[src/rtl/fixed_div.sv]
// -----------------------------------------------------------------------------
// fixed_div -- sequential signed fixed-point divider (restoring, 1 bit/cycle)
//
// Computes q = a / b in sign-magnitude fixed point: bit NUMWIDTH is the sign,
// NUMWIDTH/2 integer bits and NUMWIDTH/2 fraction bits in the magnitude.
// The dividend magnitude is pre-shifted by FRAC so the quotient keeps the same
// binary point; N = NUMWIDTH + FRAC quotient bits are produced, one per cycle.
//
// Build option: FIXED_DIV_SAT_EN -- when defined, an integer overflow
// (clip_int=1) saturates the quotient magnitude to all ones; otherwise the
// magnitude is the truncated low NUMWIDTH bits. Divide-by-zero always saturates.
//
// Ports:
//   clk        rising-edge clock
//   rst        synchronous active-high reset
//   in_valid   operands a/b valid          in_ready   high only when idle
//   a, b       dividend / divisor, sign-magnitude, NUMWIDTH+1 bits
//   out_valid  result valid, held until out_ready
//   out_ready  consumer takes result
//   q          quotient, sign-magnitude (no negative zero)
//   clip_int   true quotient magnitude does not fit in NUMWIDTH bits
//   clip_frac  nonzero remainder, low-order bits lost
//   div_zero   divisor magnitude was zero
// -----------------------------------------------------------------------------
module fixed_div #(
    parameter int NUMWIDTH = 16
) (
    input  logic                clk,
    input  logic                rst,
    input  logic                in_valid,
    output logic                in_ready,
    input  logic [NUMWIDTH:0]   a,
    input  logic [NUMWIDTH:0]   b,
    output logic                out_valid,
    input  logic                out_ready,
    output logic [NUMWIDTH:0]   q,
    output logic                clip_int,
    output logic                clip_frac,
    output logic                div_zero
);

    localparam int FRAC = NUMWIDTH / 2;
    localparam int N    = NUMWIDTH + FRAC;
    localparam int CW   = $clog2(N);

    localparam logic [1:0] S_IDLE = 2'd0;
    localparam logic [1:0] S_CALC = 2'd1;
    localparam logic [1:0] S_DONE = 2'd2;

    logic [1:0]          state;
    logic [CW-1:0]       count;
    logic                sign;
    logic [N-1:0]        dvd;    // dividend, consumed MSB first by shifting left
    logic [NUMWIDTH-1:0] dvs;    // divisor magnitude
    logic [NUMWIDTH-1:0] rem;    // partial remainder, always < dvs
    logic [N-1:0]        quo;    // quotient bits collected so far

    logic [NUMWIDTH:0]   rem_sh;
    logic                qbit;
    logic [NUMWIDTH-1:0] rem_nxt;
    logic [N-1:0]        quo_nxt;
    logic                clip_int_nxt;
    logic [NUMWIDTH-1:0] mag_nxt;

    assign in_ready  = (state == S_IDLE);
    assign out_valid = (state == S_DONE);

    // One restoring-division step, plus the result formatting used on the
    // final step.
    always_comb begin
        // NOTE: every signal written here gets a default first, so no path can
        // leave one unassigned and infer a latch.
        rem_sh       = {rem, dvd[N-1]};
        qbit         = (rem_sh >= {1'b0, dvs});
        // When qbit is set the difference is < dvs, so the low NUMWIDTH bits
        // of the modular subtraction are exact.
        rem_nxt      = qbit ? (rem_sh[NUMWIDTH-1:0] - dvs) : rem_sh[NUMWIDTH-1:0];
        quo_nxt      = {quo[N-2:0], qbit};
        clip_int_nxt = |quo_nxt[N-1:NUMWIDTH];
`ifdef FIXED_DIV_SAT_EN
        mag_nxt      = clip_int_nxt ? {NUMWIDTH{1'b1}} : quo_nxt[NUMWIDTH-1:0];
`else
        mag_nxt      = quo_nxt[NUMWIDTH-1:0];
`endif
    end

    always_ff @(posedge clk) begin
        // NOTE: sequential state uses non-blocking assignments so every
        // register samples the pre-edge values regardless of statement order.
        if (rst) begin
            state     <= S_IDLE;
            count     <= '0;
            sign      <= 1'b0;
            dvd       <= '0;
            dvs       <= '0;
            rem       <= '0;
            quo       <= '0;
            q         <= '0;
            clip_int  <= 1'b0;
            clip_frac <= 1'b0;
            div_zero  <= 1'b0;
        end else begin
            case (state)
                S_IDLE: begin
                    if (in_valid) begin
                        sign  <= a[NUMWIDTH] ^ b[NUMWIDTH];
                        dvd   <= {a[NUMWIDTH-1:0], {FRAC{1'b0}}};
                        dvs   <= b[NUMWIDTH-1:0];
                        rem   <= '0;
                        quo   <= '0;
                        count <= '0;
                        if (b[NUMWIDTH-1:0] == '0) begin
                            // Magnitude is all ones, hence nonzero: sign kept.
                            q         <= {a[NUMWIDTH] ^ b[NUMWIDTH], {NUMWIDTH{1'b1}}};
                            div_zero  <= 1'b1;
                            clip_int  <= 1'b1;
                            clip_frac <= 1'b0;
                            state     <= S_DONE;
                        end else begin
                            state <= S_CALC;
                        end
                    end
                end
                S_CALC: begin
                    dvd   <= dvd << 1;
                    rem   <= rem_nxt;
                    quo   <= quo_nxt;
                    count <= count + 1'b1;
                    if (count == CW'(N - 1)) begin
                        q         <= {sign & (|mag_nxt), mag_nxt};
                        clip_int  <= clip_int_nxt;
                        clip_frac <= (rem_nxt != '0);
                        div_zero  <= 1'b0;
                        state     <= S_DONE;
                    end
                end
                S_DONE: begin
                    if (out_ready) state <= S_IDLE;
                end
                default: state <= S_IDLE;
            endcase
        end
    end

endmodule

[config.mk]
export PLATFORM = sky130hd
export DESIGN_NAME = fixed_div
export DESIGN_NICKNAME = d
export VERILOG_FILES = /design/src/rtl/fixed_div.sv
export SDC_FILE = /design/constraint.sdc
export NUM_CORES = 1
export LEC_CHECK = 0
export CAP_MARGIN = 30
export CORE_ASPECT_RATIO = 1.25
export CORE_MARGIN = 2
export CORE_UTILIZATION = 30
export DETAILED_ROUTE_END_ITERATION = 12
export PLACE_DENSITY_LB_ADDON = 0.05
export SYNTH_ARGS = -nofsm -noshare
export SYNTH_HDL_FRONTEND = slang
export SYNTH_SLANG_ARGS = --single-unit
[constraint.sdc]
create_clock -name clk -period 5.7 [get_ports clk]
set_clock_uncertainty 0.1 [all_clocks]
set_input_delay 0.855 -clock clk [delete_from_list [all_inputs] [get_ports clk]]
set_output_delay 0.855 -clock clk [all_outputs]
set_load 0.05 [all_outputs]
==> impl_results.html, run 1 <==
<table>
<tr><th>Metric</th><th>Value</th></tr>
<tr><th colspan="2">Run status</th></tr>
<tr><td>Run status</td><td>completed</td></tr>
<tr><th colspan="2">Placed design</th></tr>
<tr><td>Placement-stage cell area</td><td>between 5000 and 6000 µm²</td></tr>
<tr><td>Placer congestion estimate</td><td>approximately 0.8</td></tr>
<tr><td>Number of placed instances with taps included</td><td>889</td></tr>
<tr><td>Port Buf Inserts</td><td>59</td></tr>
<tr><td>Half-perimeter wire length after placement</td><td>10200 µm</td></tr>
<tr><th colspan="2">Timing</th></tr>
<tr><td>Number of max-slew violations in the final report</td><td>0</td></tr>
<tr><td>Final clock period utilization by the worst path</td><td>between 50 and 60%</td></tr>
<tr><td>Tightest hold margin</td><td>between 0.3 and 0.4 ns</td></tr>
<tr><td>Worst relative slew slack</td><td>a little over 40%</td></tr>
<tr><td>Max Fclk</td><td>approximately 300 MHz</td></tr>
<tr><td>Actual slew at the worst max-slew pin</td><td>roughly 0.9 ns</td></tr>
<tr><td>Hold violation count in the final report</td><td>0</td></tr>
<tr><td>RSZ-0062 raised after global routing</td><td>false</td></tr>
<tr><td>Shortest period the worst path allows</td><td>roughly 3.4 ns</td></tr>
<tr><td>Final setup viols</td><td>0</td></tr>
<tr><td>Setup_tns</td><td>0 ns</td></tr>
<tr><th colspan="2">Pwr</th></tr>
<tr><td>Areal power density over the cells</td><td>approximately 550 nW/µm²</td></tr>
<tr><td>Leakage</td><td>roughly 0.0023 µW</td></tr>
<tr><td>IR drop worst, VDD</td><td>approximately 200 µV</td></tr>
<tr><th colspan="2">Flow run</th></tr>
<tr><td>MaxCap Viol Count</td><td>0</td></tr>
<tr><th colspan="2">Logic synthesis</th></tr>
<tr><td>Top cell type's share of synthesized area</td><td>just under 40%</td></tr>
<tr><td>Number of synthesized register bits</td><td>approximately 100</td></tr>
<tr><td>Synth Cell Area</td><td>4990 µm²</td></tr>
<tr><td>Post-synthesis share of cell area spent on full adders, half adders and majority gates</td><td>under 10%</td></tr>
<tr><td>Synth area leaders</td><td>dfxtp_1 (40%), nor2_1 (10%), a21oi_1 (5.6%), a22oi_1 (5.3%), ha_1 (4.3%)</td></tr>
<tr><td>Xor/xnor cell area share of the yosys netlist</td><td>between 1 and 1.5%</td></tr>
<tr><td>Mean instance size in the synthesized netlist</td><td>between 7 and 8 µm²</td></tr>
<tr><td>Combinational family with the most area after synthesis</td><td>simple AND/OR/NAND/NOR gates</td></tr>
<tr><td>Fraction of the mapped netlist area in simple logic gates</td><td>between 20 and 30%</td></tr>
<tr><td>Compound-Gate Fraction of Synth Area</td><td>20.5%</td></tr>
<tr><td>Most area-hungry cell type in the Yosys netlist</td><td>dfxtp_1</td></tr>
<tr><td>Portion of the post-synthesis area used by sequential elements</td><td>approximately 40%</td></tr>
<tr><td>Post-Synthesis Cells</td><td>650</td></tr>
<tr><td>Synth async-reset ratio</td><td>0%</td></tr>
<tr><td>Mux share of post-synthesis cell area</td><td>0.878%</td></tr>
<tr><td>Syn. warnings</td><td>0</td></tr>
<tr><td>Number of enable flip-flop cells after synthesis</td><td>0</td></tr>
<tr><td>Dominant register cell in the synthesized netlist</td><td>dfxtp_1</td></tr>
<tr><td>Number of distinct standard cells referenced by the synthesized netlist</td><td>55</td></tr>
<tr><td>Syn_nets</td><td>about 710</td></tr>
<tr><th colspan="2">Route</th></tr>
<tr><td>Length of routed met3 wiring</td><td>344 µm</td></tr>
<tr><td>Max layer used</td><td>met4</td></tr>
<tr><td>Via Count</td><td>about 4.6k</td></tr>
<tr><td>Via count normalized by instance count</td><td>~5</td></tr>
<tr><td>Antenna viol nets, final</td><td>0</td></tr>
<tr><td>Met2 routed WL</td><td>roughly 7200 µm</td></tr>
<tr><td>Total DRC errors in the routed layout</td><td>0</td></tr>
<tr><td>First-iteration detailed-routing DRC count</td><td>between 200 and 300</td></tr>
<tr><td>Sum of routed wire segments on met1</td><td>around 6300 µm</td></tr>
<tr><td>DR WL/cell</td><td>between 15 and 20 µm</td></tr>
<tr><td>Post-detailed-routing wire length</td><td>~14000 µm</td></tr>
<tr><td>First-pass detailed-route iteration total</td><td>5</td></tr>
<tr><th colspan="2">Worst setup path</th></tr>
<tr><td>FF-to-FF path depth</td><td>12</td></tr>
<tr><td>Buffer and inverter count on the worst path</td><td>2</td></tr>
<tr><td>CP delay by family, top</td><td>compound AO/OA/AOI/OAI gates</td></tr>
<tr><td>Type of the setup path with the least slack</td><td>flop to flop</td></tr>
<tr><td>Required time of the worst setup path</td><td>approximately 6 ns</td></tr>
<tr><td>Startpoint types</td><td>flop</td></tr>
<tr><td>Most frequent CP cell</td><td>inv_1</td></tr>
<tr><td>Number of logic stages on the critical path including buffering</td><td>12</td></tr>
<tr><td>Cells along the critical path</td><td>inv_1 -&gt; ha_1 -&gt; inv_1 -&gt; fa_1 -&gt; a211oi_2 -&gt; nor2_1 -&gt; a221oi_1 -&gt; o21ai_0 -&gt; xor2_1 -&gt; o31ai_1 -&gt; nand4_1 -&gt; o41a_1</td></tr>
<tr><td>Highest-delay cell along the critical path</td><td>fa_1</td></tr>
<tr><td>Nature of the critical path endpoint</td><td>flop</td></tr>
<tr><td>Highest net fanout along the worst path</td><td>4</td></tr>
<tr><td>Worst endpoint data arrival time</td><td>about 3.5 ns</td></tr>
<tr><td>CP peak stage delay</td><td>between 0.4 and 0.5 ns</td></tr>
<tr><th colspan="2">Global routing</th></tr>
<tr><td>Wire length of the first global-routing pass</td><td>roughly 24000 µm</td></tr>
<tr><td>Maximum number of pins on one net before global-route repair</td><td>56</td></tr>
<tr><td>Overflow left after global routing</td><td>0</td></tr>
<tr><td>Initial antenna violation count</td><td>0</td></tr>
<tr><td>Global router's overall resource usage</td><td>between 10% and 20%</td></tr>
<tr><td>Via count of the first global-routing pass</td><td>~4.6k</td></tr>
<tr><th colspan="2">Clock tree</th></tr>
<tr><td># hold bufs at CTS</td><td>0</td></tr>
<tr><td>Worst-case clock buffer depth</td><td>2</td></tr>
<tr><td>Sink count of the clock tree</td><td>99</td></tr>
<tr><td>Post-cts sizing count</td><td>0</td></tr>
<tr><td>Number of buffers inserted by post-CTS setup repair</td><td>0</td></tr>
<tr><td>Clock Pin Slew Worst Setup and Hold Paths</td><td>roughly 0.07 ns</td></tr>
<tr><td>Root Driver</td><td>clkbuf_16</td></tr>
<tr><td>TritonCTS clock tree</td><td>built</td></tr>
<tr><td>Latest clock arrival within the worst-skew pair</td><td>about 0.35 ns</td></tr>
<tr><td>Inserted Clock Buffers</td><td>9</td></tr>
<tr><td>Number of H-tree levels</td><td>3</td></tr>
<tr><th colspan="2">Final layout</th></tr>
<tr><td>Share of post-route cells with drive strength above 1</td><td>5.81%</td></tr>
<tr><td>Post-route design area</td><td>between 6000 and 7000 µm²</td></tr>
<tr><td>Total number of nets in the final design</td><td>740</td></tr>
<tr><td>Layout Area Growth over Synthesis</td><td>21.2%</td></tr>
<tr><td>Share of the core filled with cells</td><td>37.2%</td></tr>
<tr><td># diodes</td><td>0</td></tr>
<tr><td>Fillers</td><td>about 1.8k</td></tr>
<tr><td>Filler-free cell count of the finished design</td><td>just over 900</td></tr>
<tr><th colspan="2">Floorplan</th></tr>
<tr><td>Initial core utilization</td><td>30.7%</td></tr>
<tr><td>Standard-cell rows</td><td>52</td></tr>
<tr><td>Horizontal die dimension</td><td>approximately 120 µm</td></tr>
<tr><td>Area of the die</td><td>17700 µm²</td></tr>
<tr><td>I/O pin count</td><td>60</td></tr>
<tr><td>Height of the die</td><td>roughly 150 µm</td></tr>
<tr><td>Core Area</td><td>16300 µm²</td></tr>
<tr><th colspan="2">Worst hold path</th></tr>
<tr><td>Worst hold path class</td><td>flop to flop</td></tr>
<tr><td>Hold Crit Depth</td><td>2</td></tr>
</table>
## cell type report
| cell class | count | area, µm² | share of cell area (%) |
|---|---|---|---|
| clock buffer | 12 | 267 | 4.41 |
| clock inverter | 4 | 55.1 | 0.910 |
| inverter | 22 | 82.6 | 1.37 |
| multi-input combinational | 488 | 2770 | 45.8 |
| sequential | 99 | 1980 | 32.8 |
| tap | 216 | 270 | 4.47 |
| timing repair buffer | 64 | 623 | 10.3 |
## Yosys cell counts, types with 2 or more instances
| master | count |
|---|---|
| a21o_1 | 3 |
| o211a_1 | 3 |
| buf_2 | 2 |
| nand2b_1 | 2 |
| a31o_2 | 3 |
| o21a_1 | 6 |
| clkbuf_1 | 35 |
| o21ai_0 | 18 |
| nand2_1 | 54 |
| or2_2 | 2 |
| o31ai_1 | 3 |
| ha_1 | 17 |
| a22oi_1 | 35 |
| nor3b_1 | 2 |
| and3_1 | 5 |
| nor3_1 | 34 |
| inv_1 | 22 |
| a211oi_1 | 8 |
| nor2b_1 | 18 |
| o21bai_1 | 2 |
| mux2_2 | 3 |
| nand3_1 | 9 |
| a21oi_1 | 56 |
| nand3b_1 | 3 |
| xnor2_1 | 3 |
| and2_4 | 2 |
| nor2_1 | 134 |
| nand4b_1 | 2 |
| a21boi_0 | 2 |
| a31oi_1 | 5 |
| buf_1 | 3 |
| nand4_1 | 10 |
| dfxtp_1 | 99 |
| xor2_1 | 5 |
| or4_1 | 3 |
| nor4_1 | 11 |
| o211ai_1 | 8 |
## sequential cells by signal, summed over array words and instances (netlist names)
register / cells
clip_int: 1
quo: 23
div_zero: 1
count: 5
state: 2
sign: 1
q: 17
rem: 16
dvs: 16
dvd: 16
clip_frac: 1
## report_power, final
group          internal [µW]  switching [µW]  leakage (µW)
clock network            379             278      0.000155
logic                    689            1090       0.00137
registers                781            87.3      0.000808
## worst register-to-register path, cell delays in order (launching register included)
cell	delay [ns]
dfxtp_1	0.34
inv_1	0.10
ha_1	0.21
inv_1	0.07
fa_1	0.43
a211oi_2	0.35
nor2_1	0.15
a221oi_1	0.27
o21ai_0	0.20
xor2_1	0.21
o31ai_1	0.31
nand4_1	0.13
o41a_1	0.42
## logic make-up (layout without fill, tap and decap cells)
| family | count (synthesis) | in the layout |
|---|---|---|
| flops | 99 | 99 |
| mux | 4 | 4 |
| buf+inv | 63 | 102 |
| fa+ha+maj | 18 | 18 |
| compound gates | 158 | 158 |
| xor+xnor | 8 | 8 |
| simple gates | 300 | 300 |
## metrics by stage
stage | total power, µW | setup slack [ns]
after floorplan | 2190 | 2.78
after global placement | 2660 | 2.20
after detailed placement | 2650 | 2.14
after CTS | 3330 | 2.32
after global routing | 3570 | 2.05
final | 3310 | 2.30
## layer usage
layer / vias to the layer above / GRT usage, %
met2: 79 / 29.0
li1: 2357 / -
met5: - / 0
met1: 2148 / 20.5
met4: 0 / 9.88
met3: 30 / 2.03
## final timing paths
check | from | end | slack, ns
min reg2reg | dvs[1]$_SDFFE_PP0P_ | dvs[1]$_SDFFE_PP0P_ | 0.36
max | dvd[23]$_SDFFE_PP0P_ | clip_frac$_SDFFE_PP0P_ | 2.30
min | dvs[1]$_SDFFE_PP0P_ | dvs[1]$_SDFFE_PP0P_ | 0.36
max reg2reg | dvd[23]$_SDFFE_PP0P_ | clip_frac$_SDFFE_PP0P_ | 2.30
## cells in the final DEF, fill, tap and decap left out, drive strengths merged, types with 9 or more instances in the layout
| cell | Yosys | final |
|---|---|---|
| nand2 | 54 | 54 |
| nor2b | 19 | 19 |
| ha | 17 | 17 |
| nand4 | 10 | 10 |
| dfxtp | 99 | 99 |
| a21oi | 57 | 57 |
| o21ai | 18 | 18 |
| nand3 | 9 | 9 |
| nor2 | 134 | 134 |
| clkbuf | 35 | 12 |
| clkdlybuf4s50 | 0 | 58 |
| nor4 | 11 | 11 |
| inv | 22 | 23 |
| a211oi | 9 | 9 |
| nor3 | 34 | 34 |
| a22oi | 35 | 35 |
Power figures use the tool's default switching activity.
==> run 2: changes to the inputs <==
Clock period 5.7 ns to 2.76 ns, I/O delays scaled along.
==> run 2 against run 1 <==
Net effect:
- the flow now finishes with violations (negative setup slack)
- hold slack about the same
- via count increased by 6.8%
- register-to-register slack got worse by 2.4 ns
- wire length increased by 4.9%
- sequential cell count unchanged
- setup slack got worse by 2.4 ns
- sequential share of layout area decreased by 4.3 points
- die area unchanged
- cell area increased by 15%
- combinational power increased to 3.1 times the previous value
==> impl_results.html, run 2 (synthesized netlist as in run 1, its figures left out) <==
<table>
<tr><th>Metric</th><th>Value</th></tr>
<tr><th colspan="2">Clock tree</th></tr>
<tr><td>Inserted Clock Buffers</td><td>9</td></tr>
<tr><td>Worst-case clock buffer depth</td><td>2</td></tr>
<tr><td>Clock Pin Slew Worst Setup and Hold Paths</td><td>approximately 0.070 ns</td></tr>
<tr><td>Number of H-tree levels</td><td>3</td></tr>
<tr><td>Sink count of the clock tree</td><td>~100</td></tr>
<tr><td>TritonCTS clock tree</td><td>built</td></tr>
<tr><td>Root Driver</td><td>clkbuf_16</td></tr>
<tr><td>Latest clock arrival within the worst-skew pair</td><td>about 0.35 ns</td></tr>
<tr><th colspan="2">Floorplan</th></tr>
<tr><td>Core Area</td><td>16300 µm²</td></tr>
<tr><td>Standard-cell rows</td><td>52</td></tr>
<tr><td>Height of the die</td><td>between 100 and 150 µm</td></tr>
<tr><td>Initial core utilization</td><td>between 30% and 40%</td></tr>
<tr><td>Area of the die</td><td>between 15000 and 20000 µm²</td></tr>
<tr><td>Horizontal die dimension</td><td>between 100 and 150 µm</td></tr>
<tr><td>I/O pin count</td><td>60</td></tr>
<tr><th colspan="2">Placed design</th></tr>
<tr><td>Half-perimeter wire length after placement</td><td>around 11000 µm</td></tr>
<tr><td>Placer congestion estimate</td><td>0.797</td></tr>
<tr><td>Port Buf Inserts</td><td>slightly below 60</td></tr>
<tr><td>Post-place setup slack</td><td>-0.253 ns</td></tr>
<tr><th colspan="2">Global routing</th></tr>
<tr><td>Wire length of the first global-routing pass</td><td>between 20000 and 25000 µm</td></tr>
<tr><td>Via count of the first global-routing pass</td><td>4965</td></tr>
<tr><td>Overflow left after global routing</td><td>0</td></tr>
<tr><td>Global router's overall resource usage</td><td>17.5%</td></tr>
<tr><td>Maximum number of pins on one net before global-route repair</td><td>46</td></tr>
<tr><td>Initial antenna violation count</td><td>0</td></tr>
<tr><th colspan="2">Pwr</th></tr>
<tr><td>Final total power</td><td>8590 µW</td></tr>
<tr><td>Switching power summed over all nets</td><td>3510 µW</td></tr>
<tr><td>Areal power density over the cells</td><td>between 1000 and 1500 nW/µm²</td></tr>
<tr><td>Internal power of the cells</td><td>5090 µW</td></tr>
<tr><td>Combinational share of power</td><td>roughly 63%</td></tr>
<tr><td>IR drop worst, VDD</td><td>550 µV</td></tr>
<tr><td>Leakage</td><td>approximately 0.0028 µW</td></tr>
<tr><td>Net switching fraction of the power</td><td>a little over 40%</td></tr>
<tr><td>Clk pwr share</td><td>approximately 17%</td></tr>
<tr><td>Proportion of power drawn by flip-flops and latches</td><td>between 20% and 30%</td></tr>
<tr><th colspan="2">Timing</th></tr>
<tr><td>Final setup viols</td><td>1</td></tr>
<tr><td>Shortest period the worst path allows</td><td>2.88 ns</td></tr>
<tr><td>Final worst-path setup slack</td><td>-0.124 ns</td></tr>
<tr><td>Number of max-slew violations in the final report</td><td>0</td></tr>
<tr><td>RSZ-0062 raised after global routing</td><td>true</td></tr>
<tr><td>Actual slew at the worst max-slew pin</td><td>between 0.6 and 0.7 ns</td></tr>
<tr><td>Hold violation count in the final report</td><td>0</td></tr>
<tr><td>Worst relative slew slack</td><td>a little under three fifths</td></tr>
<tr><td>Final clock period utilization by the worst path</td><td>104%</td></tr>
<tr><td>Max Fclk</td><td>~350 MHz</td></tr>
<tr><th colspan="2">Worst hold path</th></tr>
<tr><td>Worst hold path class</td><td>flop to flop</td></tr>
<tr><td>Hold Crit Depth</td><td>2</td></tr>
<tr><th colspan="2">Worst setup path</th></tr>
<tr><td>Required time of the worst setup path</td><td>approximately 2.9 ns</td></tr>
<tr><td>Startpoint types</td><td>flop</td></tr>
<tr><td>Highest net fanout along the worst path</td><td>4</td></tr>
<tr><td>Nature of the critical path endpoint</td><td>flop</td></tr>
<tr><td>Worst endpoint data arrival time</td><td>between 3 and 4 ns</td></tr>
<tr><td>Type of the setup path with the least slack</td><td>flop to flop</td></tr>
<tr><td>FF-to-FF path depth</td><td>12</td></tr>
<tr><th colspan="2">Final layout</th></tr>
<tr><td># diodes</td><td>0</td></tr>
<tr><td>Total number of nets in the final design</td><td>roughly 830</td></tr>
<tr><td>Most frequent cells in the layout</td><td>nor2_1 (130), dfxtp_1 (96), buf_4 (93)</td></tr>
<tr><td>Layout Area Growth over Synthesis</td><td>39.6%</td></tr>
<tr><td>Most common cell after layout, fill and taps aside</td><td>nor2_1</td></tr>
<tr><td>Flip-flop count of the largest register, all copies and words added</td><td>23</td></tr>
<tr><td>Share of post-route cells with drive strength above 1</td><td>between 20% and 30%</td></tr>
<tr><td>Largest regs</td><td>quo (23), q (17)</td></tr>
<tr><td>Register name with the most flops</td><td>quo</td></tr>
<tr><td>Fillers</td><td>approximately 1.8k</td></tr>
<tr><th colspan="2">Route</th></tr>
<tr><td>First-iteration detailed-routing DRC count</td><td>approximately 220</td></tr>
<tr><td>Antenna viol nets, final</td><td>0</td></tr>
<tr><td>First-pass detailed-route iteration total</td><td>5</td></tr>
<tr><td>Total DRC errors in the routed layout</td><td>0</td></tr>
<tr><td>Post-detailed-routing wire length</td><td>15200 µm</td></tr>
<tr><td>DR WL/cell</td><td>~15 µm</td></tr>
<tr><td>Via count normalized by instance count</td><td>4.94</td></tr>
<tr><td>Via Count</td><td>4929</td></tr>
<tr><th colspan="2">Flow run</th></tr>
<tr><td>MaxCap Viol Count</td><td>0</td></tr>
<tr><th colspan="2">Run status</th></tr>
<tr><td>Run status</td><td>finished with violations</td></tr>
<tr><td>Failing checks</td><td>negative setup slack</td></tr>
</table>
run 2: cell types whose count changed in the layout (fill, tap and decap cells not counted), moves of 3 or more:
cell and delta:
dfxtp_1 -3, ha_2 +3, ha_1 -9, inv_2 +3, nor2_1 -4, ha_4 +6
o21ai_1 +4, dfxtp_2 +3, nor2_2 +3, buf_4 +88, o21ai_0 -5, clkbuf_8 -3
inv_1 -3
run 2: layout make-up:
class	count	area [µm²]	share of cell area, %
sequential	99	1990	28.5
timing repair buffer	155	1340	19.2
clock buffer	9	225	3.23
multi-input combinational	489	2960	42.5
tap	216	270	3.88
clock inverter	7	106	1.53
inverter	22	82.6	1.19
run 2: routing by layer:
| metal | up-vias | part of all wire [%] | track usage, % |
|---|---|---|---|
| li1 | 2539 | - | - |
| met1 | 2321 | 45 | 21.2 |
| met2 | 53 | 51 | 31.4 |
| met3 | 16 | 2.0 | 2.42 |
| met4 | 0 | 1.6 | 6.24 |
| met5 | - | 0 | 0 |
run 2: stage by stage:
step                      cells  cell area [µm²]  setup TNS [ns]  util [%]  hold WS [ns]
after floorplan             650             5000               0         -         0.336
after global placement      973             6400          -0.516      39.3         0.346
after detailed placement    973             6400          -0.623      39.3         0.348
after CTS                   992             6790          -0.277      41.7         0.360
after global routing        997             6970          -0.384      42.8         0.369
final                       997             6970          -0.124      42.8         0.356
run 2: worst paths after layout:
kind / slack [ns] / end / startpoint
max: -0.12 / clip_frac$_SDFFE_PP0P_ / dvd[23]$_SDFFE_PP0P_
min: 0.36 / dvs[2]$_SDFFE_PP0P_ / dvs[2]$_SDFFE_PP0P_
max reg2reg: -0.12 / clip_frac$_SDFFE_PP0P_ / dvd[23]$_SDFFE_PP0P_
min reg2reg: 0.36 / dvs[2]$_SDFFE_PP0P_ / dvs[2]$_SDFFE_PP0P_
run 2: power groups by stage:
stage / sequential, µW / clock [µW] / combinational (µW)
finish: 1750 / 1420 / 5430
global route: 1780 / 1520 / 5920
CTS: 1740 / 1460 / 4950
detailed placement: 1770 / 0 / 4790
global placement: 1770 / 0 / 4840
floorplan: 1870 / 0 / 2660
run 2: repair_timing:
action / in CTS / in global routing
buffers inserted: 3 / 4
hold buffers: 0 / 0
setup endpoints to repair: 11 / 16
pin swaps: 10 / 12
gates resized for setup: 12 / 30
gates cloned: 0 / 1
run 2: critical path, stage by stage (launching register included):
cell and delay [ns]:
dfxtp_2 0.33, inv_2 0.06, ha_4 0.13, inv_2 0.03
fa_2 0.37, a211oi_4 0.30, o21ai_1 0.11, a211o_1 0.32
a22oi_1 0.15, nand4_1 0.13, o31ai_1 0.23, nand4_1 0.13
o41a_1 0.38
